--- src/rtl/mc_ctrl_pkg.sv ---
// Shared types and encodings for the second-generation multicycle MIPS controller.
package mc_ctrl_pkg;

  typedef enum logic [3:0] {
    StFetch, StDecode, StMemAdr, StMemRd, StMemWb, StMemWr, StRtypeEx, StRtypeWb,
    StBeqEx, StBneEx, StImmEx, StImmWb, StJEx, StJalEx, StTrap
  } state_e;

  typedef enum logic [1:0] {AluOpAdd, AluOpSub, AluOpFunct, AluOpImm} aluop_e;

  localparam logic [5:0] OpLw    = 6'b100011;
  localparam logic [5:0] OpSw    = 6'b101011;
  localparam logic [5:0] OpRtype = 6'b000000;
  localparam logic [5:0] OpBeq   = 6'b000100;
  localparam logic [5:0] OpBne   = 6'b000101;
  localparam logic [5:0] OpAddi  = 6'b001000;
  localparam logic [5:0] OpAndi  = 6'b001100;
  localparam logic [5:0] OpOri   = 6'b001101;
  localparam logic [5:0] OpSlti  = 6'b001010;
  localparam logic [5:0] OpJ     = 6'b000010;
  localparam logic [5:0] OpJal   = 6'b000011;

  localparam logic [5:0] FnAdd = 6'b100000;
  localparam logic [5:0] FnSub = 6'b100010;
  localparam logic [5:0] FnAnd = 6'b100100;
  localparam logic [5:0] FnOr  = 6'b100101;
  localparam logic [5:0] FnSlt = 6'b101010;

  localparam logic [2:0] AluAdd = 3'b010;
  localparam logic [2:0] AluSub = 3'b110;
  localparam logic [2:0] AluAnd = 3'b000;
  localparam logic [2:0] AluOr  = 3'b001;
  localparam logic [2:0] AluSlt = 3'b111;

  localparam logic [2:0] SrcbB     = 3'b000;
  localparam logic [2:0] SrcbFour  = 3'b001;
  localparam logic [2:0] SrcbImm   = 3'b010;
  localparam logic [2:0] SrcbImmSh = 3'b011;
  localparam logic [2:0] SrcbZimm  = 3'b100;

  localparam logic [1:0] PcAlu    = 2'b00;
  localparam logic [1:0] PcAluOut = 2'b01;
  localparam logic [1:0] PcJump   = 2'b10;

  localparam logic [1:0] MtrAluOut = 2'b00;
  localparam logic [1:0] MtrData   = 2'b01;
  localparam logic [1:0] MtrPc     = 2'b10;

  localparam logic [1:0] RdRt  = 2'b00;
  localparam logic [1:0] RdRd  = 2'b01;
  localparam logic [1:0] RdR31 = 2'b10;

  // Logical immediates use the zero-extended operand.
  function automatic logic is_zext_op(input logic [5:0] op);
    return (op == OpAndi) || (op == OpOri);
  endfunction

endpackage

--- src/rtl/mc_aludec_v2.sv ---
// ALU decoder: maps aluop/funct/op to an alucontrol code and flags legal R-type functs.
module mc_aludec_v2
  import mc_ctrl_pkg::*;
(
  input  aluop_e     i_aluop,
  input  logic [5:0] i_funct,
  input  logic [5:0] i_op,
  output logic [2:0] o_alucontrol,
  output logic       o_funct_legal
);

  logic [2:0] w_funct_ctl;
  logic [2:0] w_imm_ctl;

  always_comb begin
    o_funct_legal = 1'b1;
    case (i_funct)
      FnAdd:   w_funct_ctl = AluAdd;
      FnSub:   w_funct_ctl = AluSub;
      FnAnd:   w_funct_ctl = AluAnd;
      FnOr:    w_funct_ctl = AluOr;
      FnSlt:   w_funct_ctl = AluSlt;
      default: begin
        w_funct_ctl   = AluAdd;
        o_funct_legal = 1'b0;
      end
    endcase
  end

  always_comb begin
    case (i_op)
      OpAndi:  w_imm_ctl = AluAnd;
      OpOri:   w_imm_ctl = AluOr;
      OpSlti:  w_imm_ctl = AluSlt;
      default: w_imm_ctl = AluAdd;
    endcase
  end

  always_comb begin
    unique case (i_aluop)
      AluOpAdd:   o_alucontrol = AluAdd;
      AluOpSub:   o_alucontrol = AluSub;
      AluOpFunct: o_alucontrol = w_funct_ctl;
      AluOpImm:   o_alucontrol = w_imm_ctl;
      default:    o_alucontrol = AluAdd;
    endcase
  end

endmodule

--- src/rtl/mc_controller_v2.sv ---
// Multicycle MIPS control unit with memory handshake timeout and sticky trap.
// Optional performance counters are enabled by defining MC_CONTROLLER_V2_PERF_EN.
module mc_controller_v2
  import mc_ctrl_pkg::*;
#(
  parameter int unsigned WAIT_LIMIT = 8
`ifdef MC_CONTROLLER_V2_PERF_EN
  ,
  parameter int unsigned CNT_W = 32
`endif
) (
  input  logic       clk,
  input  logic       reset,
  input  logic [5:0] op,
  input  logic [5:0] funct,
  input  logic       zero,
  input  logic       mem_ready,
  output logic       memreq,
  output logic       memwrite,
  output logic       pcen,
  output logic       irwrite,
  output logic       regwrite,
  output logic       alusrca,
  output logic       iord,
  output logic [1:0] memtoreg,
  output logic [1:0] regdst,
  output logic [2:0] alusrcb,
  output logic [1:0] pcsrc,
  output logic [2:0] alucontrol,
  output logic       trap
`ifdef MC_CONTROLLER_V2_PERF_EN
  ,
  output logic [CNT_W-1:0] retired,
  output logic [CNT_W-1:0] cycles
`endif
);

  localparam logic [7:0] WaitLim = 8'(WAIT_LIMIT);

  state_e     r_state, w_state_d;
  logic [7:0] r_wait, w_wait_d, w_wait_inc;
  logic       w_mem_state;
  aluop_e     w_aluop;
  logic       w_alu_en;
  logic [2:0] w_aluc;
  logic       w_funct_legal;

  mc_aludec_v2 u_aludec (
    .i_aluop      (w_aluop),
    .i_funct      (funct),
    .i_op         (op),
    .o_alucontrol (w_aluc),
    .o_funct_legal(w_funct_legal)
  );

  assign w_mem_state = (r_state == StFetch) || (r_state == StMemRd) || (r_state == StMemWr);
  assign w_wait_inc  = r_wait + 8'd1;

  always_comb begin
    w_state_d = r_state;
    case (r_state)
      StFetch:  if (mem_ready) w_state_d = StDecode;
      StDecode: begin
        case (op)
          OpLw, OpSw:                     w_state_d = StMemAdr;
          OpRtype:                        w_state_d = w_funct_legal ? StRtypeEx : StTrap;
          OpBeq:                          w_state_d = StBeqEx;
          OpBne:                          w_state_d = StBneEx;
          OpAddi, OpAndi, OpOri, OpSlti:  w_state_d = StImmEx;
          OpJ:                            w_state_d = StJEx;
          OpJal:                          w_state_d = StJalEx;
          default:                        w_state_d = StTrap;
        endcase
      end
      StMemAdr:  w_state_d = (op == OpSw) ? StMemWr : StMemRd;
      StMemRd:   if (mem_ready) w_state_d = StMemWb;
      StMemWr:   if (mem_ready) w_state_d = StFetch;
      StRtypeEx: w_state_d = StRtypeWb;
      StImmEx:   w_state_d = StImmWb;
      StMemWb, StRtypeWb, StImmWb, StBeqEx, StBneEx, StJEx, StJalEx: w_state_d = StFetch;
      StTrap:    w_state_d = StTrap;
      default:   w_state_d = StTrap;
    endcase
    // A completing access in the limit cycle wins over the timeout.
    if (w_mem_state && !mem_ready && (w_wait_inc == WaitLim)) w_state_d = StTrap;
  end

  always_comb begin
    if (!w_mem_state || mem_ready || (w_state_d != r_state)) w_wait_d = 8'd0;
    else w_wait_d = w_wait_inc;
  end

  always_ff @(posedge clk or negedge reset) begin
    if (!reset) begin
      r_state <= StFetch;
      r_wait  <= 8'd0;
    end else begin
      r_state <= w_state_d;
      r_wait  <= w_wait_d;
    end
  end

  always_comb begin
    memreq   = 1'b0;
    memwrite = 1'b0;
    pcen     = 1'b0;
    irwrite  = 1'b0;
    regwrite = 1'b0;
    alusrca  = 1'b0;
    iord     = 1'b0;
    memtoreg = MtrAluOut;
    regdst   = RdRt;
    alusrcb  = SrcbB;
    pcsrc    = PcAlu;
    trap     = 1'b0;
    w_aluop  = AluOpAdd;
    w_alu_en = 1'b0;
    case (r_state)
      StFetch: begin
        memreq   = 1'b1;
        alusrcb  = SrcbFour;
        w_alu_en = 1'b1;
        irwrite  = mem_ready;
        pcen     = mem_ready;
      end
      StDecode: begin
        alusrcb  = SrcbImmSh;
        w_alu_en = 1'b1;
      end
      StMemAdr: begin
        alusrca  = 1'b1;
        alusrcb  = SrcbImm;
        w_alu_en = 1'b1;
      end
      StMemRd: begin
        memreq = 1'b1;
        iord   = 1'b1;
      end
      StMemWb: begin
        regwrite = 1'b1;
        memtoreg = MtrData;
      end
      StMemWr: begin
        memreq   = 1'b1;
        memwrite = 1'b1;
        iord     = 1'b1;
      end
      StRtypeEx: begin
        alusrca  = 1'b1;
        w_aluop  = AluOpFunct;
        w_alu_en = 1'b1;
      end
      StRtypeWb: begin
        regwrite = 1'b1;
        regdst   = RdRd;
      end
      StBeqEx, StBneEx: begin
        alusrca  = 1'b1;
        w_aluop  = AluOpSub;
        w_alu_en = 1'b1;
        pcsrc    = PcAluOut;
        pcen     = (r_state == StBeqEx) ? zero : ~zero;
      end
      StImmEx: begin
        alusrca  = 1'b1;
        alusrcb  = is_zext_op(op) ? SrcbZimm : SrcbImm;
        w_aluop  = AluOpImm;
        w_alu_en = 1'b1;
      end
      StImmWb: regwrite = 1'b1;
      StJEx: begin
        pcen  = 1'b1;
        pcsrc = PcJump;
      end
      StJalEx: begin
        pcen     = 1'b1;
        pcsrc    = PcJump;
        regwrite = 1'b1;
        regdst   = RdR31;
        memtoreg = MtrPc;
      end
      StTrap:  trap = 1'b1;
      default: trap = 1'b1;
    endcase
  end

  assign alucontrol = w_alu_en ? w_aluc : 3'b000;

`ifdef MC_CONTROLLER_V2_PERF_EN
  logic [CNT_W-1:0] r_cycles, r_retired;

  always_ff @(posedge clk or negedge reset) begin
    if (!reset) begin
      r_cycles  <= '0;
      r_retired <= '0;
    end else if (r_state != StTrap) begin
      r_cycles <= r_cycles + 1'b1;
      if ((r_state != StFetch) && (w_state_d == StFetch)) r_retired <= r_retired + 1'b1;
    end
  end

  assign cycles  = r_cycles;
  assign retired = r_retired;
`endif

endmodule

--- config.mk ---
export PLATFORM = sky130hd
export DESIGN_NAME = mc_controller_v2
export DESIGN_NICKNAME = d
export VERILOG_FILES = /design/src/rtl/mc_ctrl_pkg.sv /design/src/rtl/mc_aludec_v2.sv /design/src/rtl/mc_controller_v2.sv
export SDC_FILE = /design/constraint.sdc
export NUM_CORES = 1
export LEC_CHECK = 0
export ABC_AREA = 0
export CORE_MARGIN = 5
export CORE_UTILIZATION = 51
export DETAILED_ROUTE_END_ITERATION = 8
export PLACE_DENSITY = 0.9
export SYNTH_ARGS = -nofsm -noshare
export SYNTH_HDL_FRONTEND = slang
export SYNTH_SLANG_ARGS = --single-unit
--- constraint.sdc ---
create_clock -name clk -period 2.6 [get_ports clk]
set_input_delay 0.52 -clock clk [delete_from_list [all_inputs] [get_ports clk]]
set_output_delay 0.52 -clock clk [all_outputs]
set_load 0.1 [all_outputs]
### After elaboration in Yosys (flattened, before gate mapping)

Index checks and enable logic that the tools add are counted.

* flip-flop bits (word level): 12
* bits in latches: 0
* RAM bits: 0
* memory bits (read-only): 0
* output and inout bits: 20
* memories: 0

* $add $sub $neg: 1
* multiply operators: 0
* divide/modulo/power cells: 0
* $lt $le $gt $ge: 0
* equality and inequality tests: 33
* shift-type cells: 0
* muxes and demuxes: 30
* bitwise logic cells: 1
* reductions and logical operators: 24

Operators by type and width (number)
* 6-bit equality test, second input constant: 7
* 3-bit case mux with 4 select lines: 3
* 4-bit case mux with 8 select lines: 1
* 4-bit case mux with 7 select lines: 1
* 4-bit equality test, second input constant: 6
* 6-bit by 4-bit equality test with 1-bit output, second input constant: 4
* 4-bit two-way mux: 5
* 4-bit by 3-bit equality test with 1-bit output, second input constant: 4
* 14-bit OR reduction: 1
* 7-bit OR reduction: 2
* 6-bit by 2-bit equality test with 1-bit output, second input constant: 2
* 6-bit by 3-bit equality test with 1-bit output, second input constant: 2
* 2-bit case mux with 2 select lines: 3
* 1-bit two-way mux: 10
* 5-bit OR reduction: 2
* 3-bit two-way mux: 3
* 3-bit case mux with 3 select lines: 1
* 8-bit by 1-bit adder with 8-bit output, second input constant: 1
* 4-bit by 2-bit equality test with 1-bit output, second input constant: 2
* 8-bit by 4-bit equality test with 1-bit output, second input constant: 1
* 8-bit two-way mux: 1
* 2-bit OR reduction: 4
* 4-bit OR reduction: 2
* 6-bit logical NOT: 1
* 13 further kinds: 20

### Longest topological paths before layout

Gate-level depths: netlist of run 1.

* depth in word-level cells: 10
* depth in mapped cells: 6
* gate-level depth less buffers: 5

### Cells and area by module

Synthesis of run 1 repeated with hierarchy kept, for this count alone.

* cells, all modules: 162
* area total of the unflattened synthesis: 1216.2 µm²

Modules (own cells, without submodules)
* mc_controller_v2: times used 1, cells each 141, area each 1069.8 µm², seq. area each 300.3 µm²
* mc_aludec_v2: times used 1, cells each 21, area each 146.4 µm², seq. area each 0.0 µm²

### Worst setup path after synthesis of run 1

OpenSTA, ideal clock, no wires.

* kind: register to output
* start point: reg r_state[3]
* end point: out irwrite
* arrival: 5.145 ns
* data required time: 2.080 ns
* path slack: -3.065 ns
* cell stages (with the launch flop): 5
* buffers on the path: 2
* cell sequence: dfrtp_1 > buf_2 > clkbuf_1 > nor3_1 > nor3b_1

* cells in the longest elaborated chain, start to end: 2

Ends and longest elaborated chain
* start, declared: RTL line mc_controller_v2.sv:40 `state_e r_state, w_state_d;`
* start signal, assigned: RTL line mc_controller_v2.sv:95 `r_state <= StFetch;`
* start signal, assigned: RTL line mc_controller_v2.sv:98 `r_state <= w_state_d;`
* 4-bit logical NOT: RTL line mc_controller_v2.sv:118 `case (r_state)`
* 1-bit two-way mux: RTL line mc_controller_v2.sv:118
* end, declared: RTL line mc_controller_v2.sv:21 `output logic irwrite,`

No other way between the ends.

### Worst setup path after layout of run 1

* start point: in funct[2]
* end point: out alucontrol[1]

* cells in the longest elaborated chain, start to end: 4
* elaborated cells between the ends (all ways): 7

Ends and longest elaborated chain
* start, declared: RTL line mc_controller_v2.sv:15 `input logic [5:0] funct,`
* 6-bit equality test: RTL line mc_aludec_v2.sv:17 `case (i_funct)`
* 3-bit case mux with 4 select lines *: RTL line mc_aludec_v2.sv:17
* 3-bit case mux with 4 select lines *: RTL line mc_aludec_v2.sv:40 `unique case (i_aluop)`
* 3-bit two-way mux *: RTL line mc_controller_v2.sv:187 `assign alucontrol = w_alu_en ? w_aluc : 3'b000;`
* end, declared: RTL line mc_controller_v2.sv:29 `output logic [2:0] alucontrol,`

Every way passes the cells marked *; elsewhere a longest branch is shown, timed or not.

==> results_dict.tcl, run 1 <==
set metrics [dict create \
    detail_route.wl_per_cell_um 18.40 \
    gp_congestion 0.9955 \
    grt_pass1_wl_um 6679 \
    fin_area_um2 2095 \
    detailed_place_hpwl_um 3185 \
    path_clk_slew_ns 0.06 \
    drt_iter0_drc 103 \
    synth_xor_area_share_pct 7.715 \
    yosys_warnings 0 \
    fillers 111 \
    finalCriticalPeriod_ns 2.523 \
    avgSynthCellArea_um2 7.708 \
    post-route-period-util_pct 97.02 \
    crit_family "buffers and inverters" \
    peakVddDrop_mv 0.4381 \
    vias_per_cell 6.508 \
    synth_top_flop_cell "dfrtp_1" \
    worst_setup_path_end_kind "output pin" \
    async_reset_ff_share_pct 100.0 \
    min_path_type "flop to flop" \
    cts_tree "yes" \
    timing.final.hold_violations 0 \
    clock_latency_ns 0.27 \
    die_h_um 59.48 \
    grt_max_degree 24 \
    num-nets-final 230 \
    drt-total-wl_um 4416 \
    synth_top_area_share_pct 24.05 \
    synth_compound_area_share_pct 22.95 \
    hold_path_depth 1 \
    fin_util_pct 86.92 \
    grt_overflow 0 \
    clock_sinks 12 \
    io_pins 36 \
    cp_num_buf_inv 3 \
    yosys.area.top_type "dfrtp_1" \
    max_stage_delay_ns 0.31 \
    drc 0 \
    start_util_pct 51.82 \
    placed_area_um2 2004 \
    synth_nets 180 \
    cts_hold_buffers 0 \
    yosys.area_share.adder_pct 2.004 \
    cts_buffer_depth 2 \
    io_buffer_count 35 \
    dieArea_um2 3538 \
    cp.depth 7 \
    synth_common_cells "21 x nor2_1, 12 x dfrtp_1, 11 x nand2_1" \
    rows 18 \
    synth_area_leaders "dfrtp_1 24%, nor2_1 6.3%, xor2_1 4.2%" \
    skew_ns 0.006257 \
    setup_viol 0 \
    critical_path.cell_chain "dlygate4sd2_1 > nor3b_4 > a21oi_2 > o21a_1 > a222oi_1 > buf_4 > buf_12" \
    hold_ws_ns 0.5102 \
    status "completed" \
    yosysUniqueCellTypes 54 \
    maxSlewViolCount 0 \
    yosysSeqAreaShare_pct 24.05 \
    cts_root_buf "clkbuf_4" \
    yosysMostFrequentCell "nor2_1" \
    synth_top_family_by_area "simple AND/OR/NAND/NOR gates" \
    grt_pass1_vias 1537 \
    die_w_um 59.48 \
    cpMaxStageDelayCell "a222oi_1" \
    slew_headroom_pct 63.36 \
    grtUsageTotal_pct 24.21 \
    max_freq_ghz 0.3964 \
    drt_first_pass_iters 5 \
    antenna_found_initial 0 \
    fin_setup_tns_ns 0 \
    worstMarginPinSlew_ns 0.5484 \
    insertedDiodeCount 0 \
    ys_ff_latch 12 \
    worstPathRequired_ns 2.08 \
    syn-instance-count 162 \
    vias 1562 \
    core_area_um2 2410 \
    critical_path_arrival_ns 2.00 \
    syn-cell-area_um2 1249 \
    synth-simple-area-share_pct 37.07 \
    drtAntennaViolNets 0 \
    synth_edf_count 0 \
    p_per_area_nw_per_um2 178.4 \
    leakagePower_nw 0.9116 \
    drive_gt1_share_pct 34.76 \
    maxCapViolCount 0 \
    r2r_cells 5 \
    worstSetupPathType "input port to output pin" \
    cts_made_buffers 3 \
    htreeDepth 1 \
    area_growth_pct 67.74 \
    crit_fanout 2 \
    muxShareOfSynthArea_pct 0 \
    start_kind "input port" \
    finalPower_uw 373.7 \
]
==> layout by cell type, fill, tap and decap left out, types with 4 or more instances in the layout <==
cell type        count
buf_4               21
buf_12              20
nor2_1              12
nand2_1             11
dfrtp_1             11
nor2_2               7
inv_1                7
nand3_1              7
o21ai_0              7
xor2_1               6
xnor2_1              5
dlygate4sd2_1        5
dlymetal6s2s_1       5
nand2b_1             4
a21oi_1              4
clkdlybuf4s50_1      4
==> layout make-up <==
type / instances / area [um2] / share of cell area [%]
Inverter: 7 / 26.28 / 1.254
Tap cell: 30 / 37.54 / 1.792
Timing Repair Buffer: 56 / 714.4 / 34.11
Sequential cell: 12 / 301.5 / 14.40
Clock buffer: 3 / 22.52 / 1.075
Multi-Input combinational cell: 132 / 992.2 / 47.37
==> routing by layer <==
| layer | wire length, um | part of all wire, % | global-route usage [%] |
|---|---|---|---|
| met2 | 2176 | 49 | 41.19 |
| met1 | 1602 | 36 | 28.93 |
| met4 | 195 | 4.4 | 9.709 |
| met3 | 441 | 10 | 5.882 |
| met5 | 0 | 0 | 0 |
==> sequential cells by signal, indices dropped and copies added (netlist names) <==
signal and cells:
r_wait 8, r_state 4
==> logic make-up (layout without fill, tap and decap cells) <==
logic type	after synthesis	count (layout)
and+or+nand+nor	80	80
AOI/OAI and AO/OA	39	39
adders and majority gates	2	2
buffers and inverters	18	66
xor gates and xnor gates	11	11
DFF	12	12
==> final timing paths <==
path	start	end	slack, ns
worst max-delay path	funct[2]	alucontrol[1]	0.08
worst min-delay path	r_wait[0]$_DFF_PN0_	r_wait[0]$_DFF_PN0_	0.51
worst max register to register	r_state[0]$_DFF_PN0_	r_state[0]$_DFF_PN0_	0.37
worst min register to register	r_wait[0]$_DFF_PN0_	r_wait[0]$_DFF_PN0_	0.51
max in group asynchronous	reset	r_state[2]$_DFF_PN0_	1.60
min in group asynchronous	reset	r_wait[3]$_DFF_PN0_	0.60
==> metrics by stage <==
stage / cells / setup WS, ns
detailed placement: 235 / -0.1255
CTS: 240 / 0.02351
global placement: 235 / -0.04570
global route: 240 / -0.02875
floorplan: 162 / -1.331
finish: 240 / 0.07735
==> worst register-to-register path: stages, from the launching register on <==
cell,delay (ns)
dfrtp_1,0.57
buf_4,0.28
and2b_1,0.28
a32oi_2,0.21
or4_4,0.61
a21boi_1,0.16
==> report_power, final <==
part	total, mW	switching, mW	internal, mW
Sequential	0.187	0	0.187
Clock	0.109	0.0557	0.0535
Combinational	0.0778	0.0359	0.0419
Total	0.374	0.0916	0.282
==> what timing repair did <==
action                     4_1_cts  5_1_grt
gates resized for setup         11       12
setup endpoints to repair        2        2
pin swaps                        6        4
buffers inserted                 2        0
Note: power is estimated with default switching activity, not from simulation.
==> run 2: changes to the inputs <==
--- a/config.mk
+++ b/config.mk
@@ -6,8 +6,8 @@
 export NUM_CORES = 1
 export LEC_CHECK = 0
 export ABC_AREA = 0
-export CORE_MARGIN = 5
 export CORE_UTILIZATION = 51
+export CTS_CLUSTER_DIAMETER = 150
 export DETAILED_ROUTE_END_ITERATION = 8
 export PLACE_DENSITY = 0.9
 export SYNTH_ARGS = -nofsm -noshare
==> run 2 against run 1 <==
The flow now finishes with violations (negative setup slack). Critical path type unchanged. Via count rose by 12%. Combinational power rose by 12%. Hold slack improved by 0.028 ns. First-iteration DRC count rose by 28%. Global-route usage rose by 15 points. Clock-buffer cell count rose by 1. Largest cell class unchanged. Total power rose by 13%. Sequential cell count did not move. Fmax fell by 6.5%. Largest power group unchanged. Clock power rose by 36%. Critical path depth rose by 1. Non-clock buffer count rose by 3.
==> results_dict.tcl, run 2 (same netlist as run 1, synthesis figures left out) <==
set metrics [dict create \
    clock_sinks 12 \
    leakagePower_nw 0.9373 \
    antenna_found_initial 0 \
    violations "negative setup slack" \
    post-route-period-util_pct 103.8 \
    start_kind "input port" \
    drc 0 \
    die_h_um 51.48 \
    die_w_um 51.48 \
    drt_first_pass_iters 5 \
    drtAntennaViolNets 0 \
    htreeDepth 1 \
    finalPower_uw 421.2 \
    skew_ns 0.001167 \
    gp_congestion 0.8757 \
    worstMarginPinSlew_ns 0.5466 \
    setup_viol 1 \
    dieArea_um2 2650 \
    cts_hold_buffers 0 \
    worstSetupPathType "input port to output pin" \
    finalCriticalPeriod_ns 2.699 \
    io_pins 36 \
    grt_max_degree 24 \
    max_freq_ghz 0.3705 \
    cts_tree "yes" \
    grtUsageTotal_pct 39.27 \
    layout_commonest_cell "buf_4" \
    slew_headroom_pct 63.45 \
    path_clk_slew_ns 0.07 \
    fin_setup_tns_ns -0.09934 \
    dp.cells 231 \
    core_area_um2 2255 \
    grt_pass1_vias 1572 \
    grt_pass1_wl_um 7583 \
    cts_buffer_depth 2 \
    clock_latency_ns 0.27 \
    stdcell_count 242 \
    largest_reg_flops 8 \
    p_per_area_nw_per_um2 196.5 \
    detailed_place_hpwl_um 3358 \
    drt-total-wl_um 6029 \
    vias_per_cell 7.236 \
    vias 1751 \
    detail_route.wl_per_cell_um 24.91 \
    insertedDiodeCount 0 \
    cts_root_buf "clkbuf_4" \
    placed_area_um2 1987 \
    io_buffer_count 35 \
    top_regs "r_wait (8), r_state (4)" \
    cts_made_buffers 3 \
    top_register "r_wait" \
    area_growth_pct 71.64 \
    rows 17 \
    drive_gt1_share_pct 38.32 \
    critical_path_arrival_ns 2.18 \
    crit_fanout 2 \
    num-nets-final 233 \
    layout_common_cells "21 x buf_4, 20 x buf_12, 12 x nor2_1" \
    worst_setup_path_end_kind "output pin" \
    maxSlewViolCount 0 \
    grt_overflow 0 \
    fin_area_um2 2143 \
    maxCapViolCount 0 \
    min_path_type "flop to flop" \
    fin_ws_ns -0.09934 \
    worstPathRequired_ns 2.08 \
    status "finished, violations left" \
    timing.final.hold_violations 0 \
    drt_iter0_drc 132 \
    start_util_pct 55.38 \
    peakVddDrop_mv 0.5547 \
]
run 2: power by group:
part	leakage (nW)	internal, mW	total, mW	switching (mW)
clock	0.0210	0.0852	0.148	0.0624
sequential	0.151	0.186	0.186	0
combinational	0.765	0.0434	0.0872	0.0438
run 2: per-stage QoR:
stage / util [%] / hold slack [ns] / setup WS, ns
floorplan: - / 0.2244 / -1.331
global placement: 88.12 / 0.4772 / -0.03873
detailed placement: 88.12 / 0.5079 / -0.1492
CTS: 91.29 / 0.5179 / 0.007730
global route: 95.06 / 0.5781 / -0.1470
finish: 95.06 / 0.5377 / -0.09934
run 2: metal layers:
layer	vias to the layer above	track usage, %	part of all wire, %
li1	691	-	-
met1	803	47.34	34
met2	187	65.58	45
met3	70	10.12	13
met4	0	16.22	8.9
met5	-	0	0
run 2: worst max-delay path: stages:
cell and delay [ns]:
dlygate4sd2_1 0.26, nor3b_4 0.17, buf_6 0.13, o21ai_4 0.17
a22oi_2 0.09, a222oi_1 0.44, buf_4 0.22, buf_12 0.17
run 2: path summary, 6_finish.rpt:
kind	from	end	slack (ns)	depth (start not counted)
worst max-delay path	funct[1]	alucontrol[1]	-0.1	8
worst min-delay path	r_wait[0]$_DFF_PN0_	r_wait[0]$_DFF_PN0_	0.54	1
worst max register to register	r_state[0]$_DFF_PN0_	r_state[0]$_DFF_PN0_	0.36	5
worst min register to register	r_wait[0]$_DFF_PN0_	r_wait[0]$_DFF_PN0_	0.54	1
max in group asynchronous	reset	r_state[2]$_DFF_PN0_	1.61	1
min in group asynchronous	reset	r_wait[3]$_DFF_PN0_	0.60	1
run 2: final cells by class:
type | instances | area (um2)
Timing Repair Buffer | 59 | 738.2
Sequential cell | 12 | 302.8
Multi-Input combinational cell | 132 | 1005
Clock buffer | 4 | 36.28
Fill cell | 62 | 111.4
Inverter | 7 | 26.28
Tap cell | 28 | 35.03
run 2: timing repair:
| item | in CTS | in global routing |
|---|---|---|
| gates resized for setup | 12 | 23 |
| setup buffers | 2 | 5 |
| pin swaps | 7 | 8 |
| endpoints found under the setup margin | 1 | 3 |
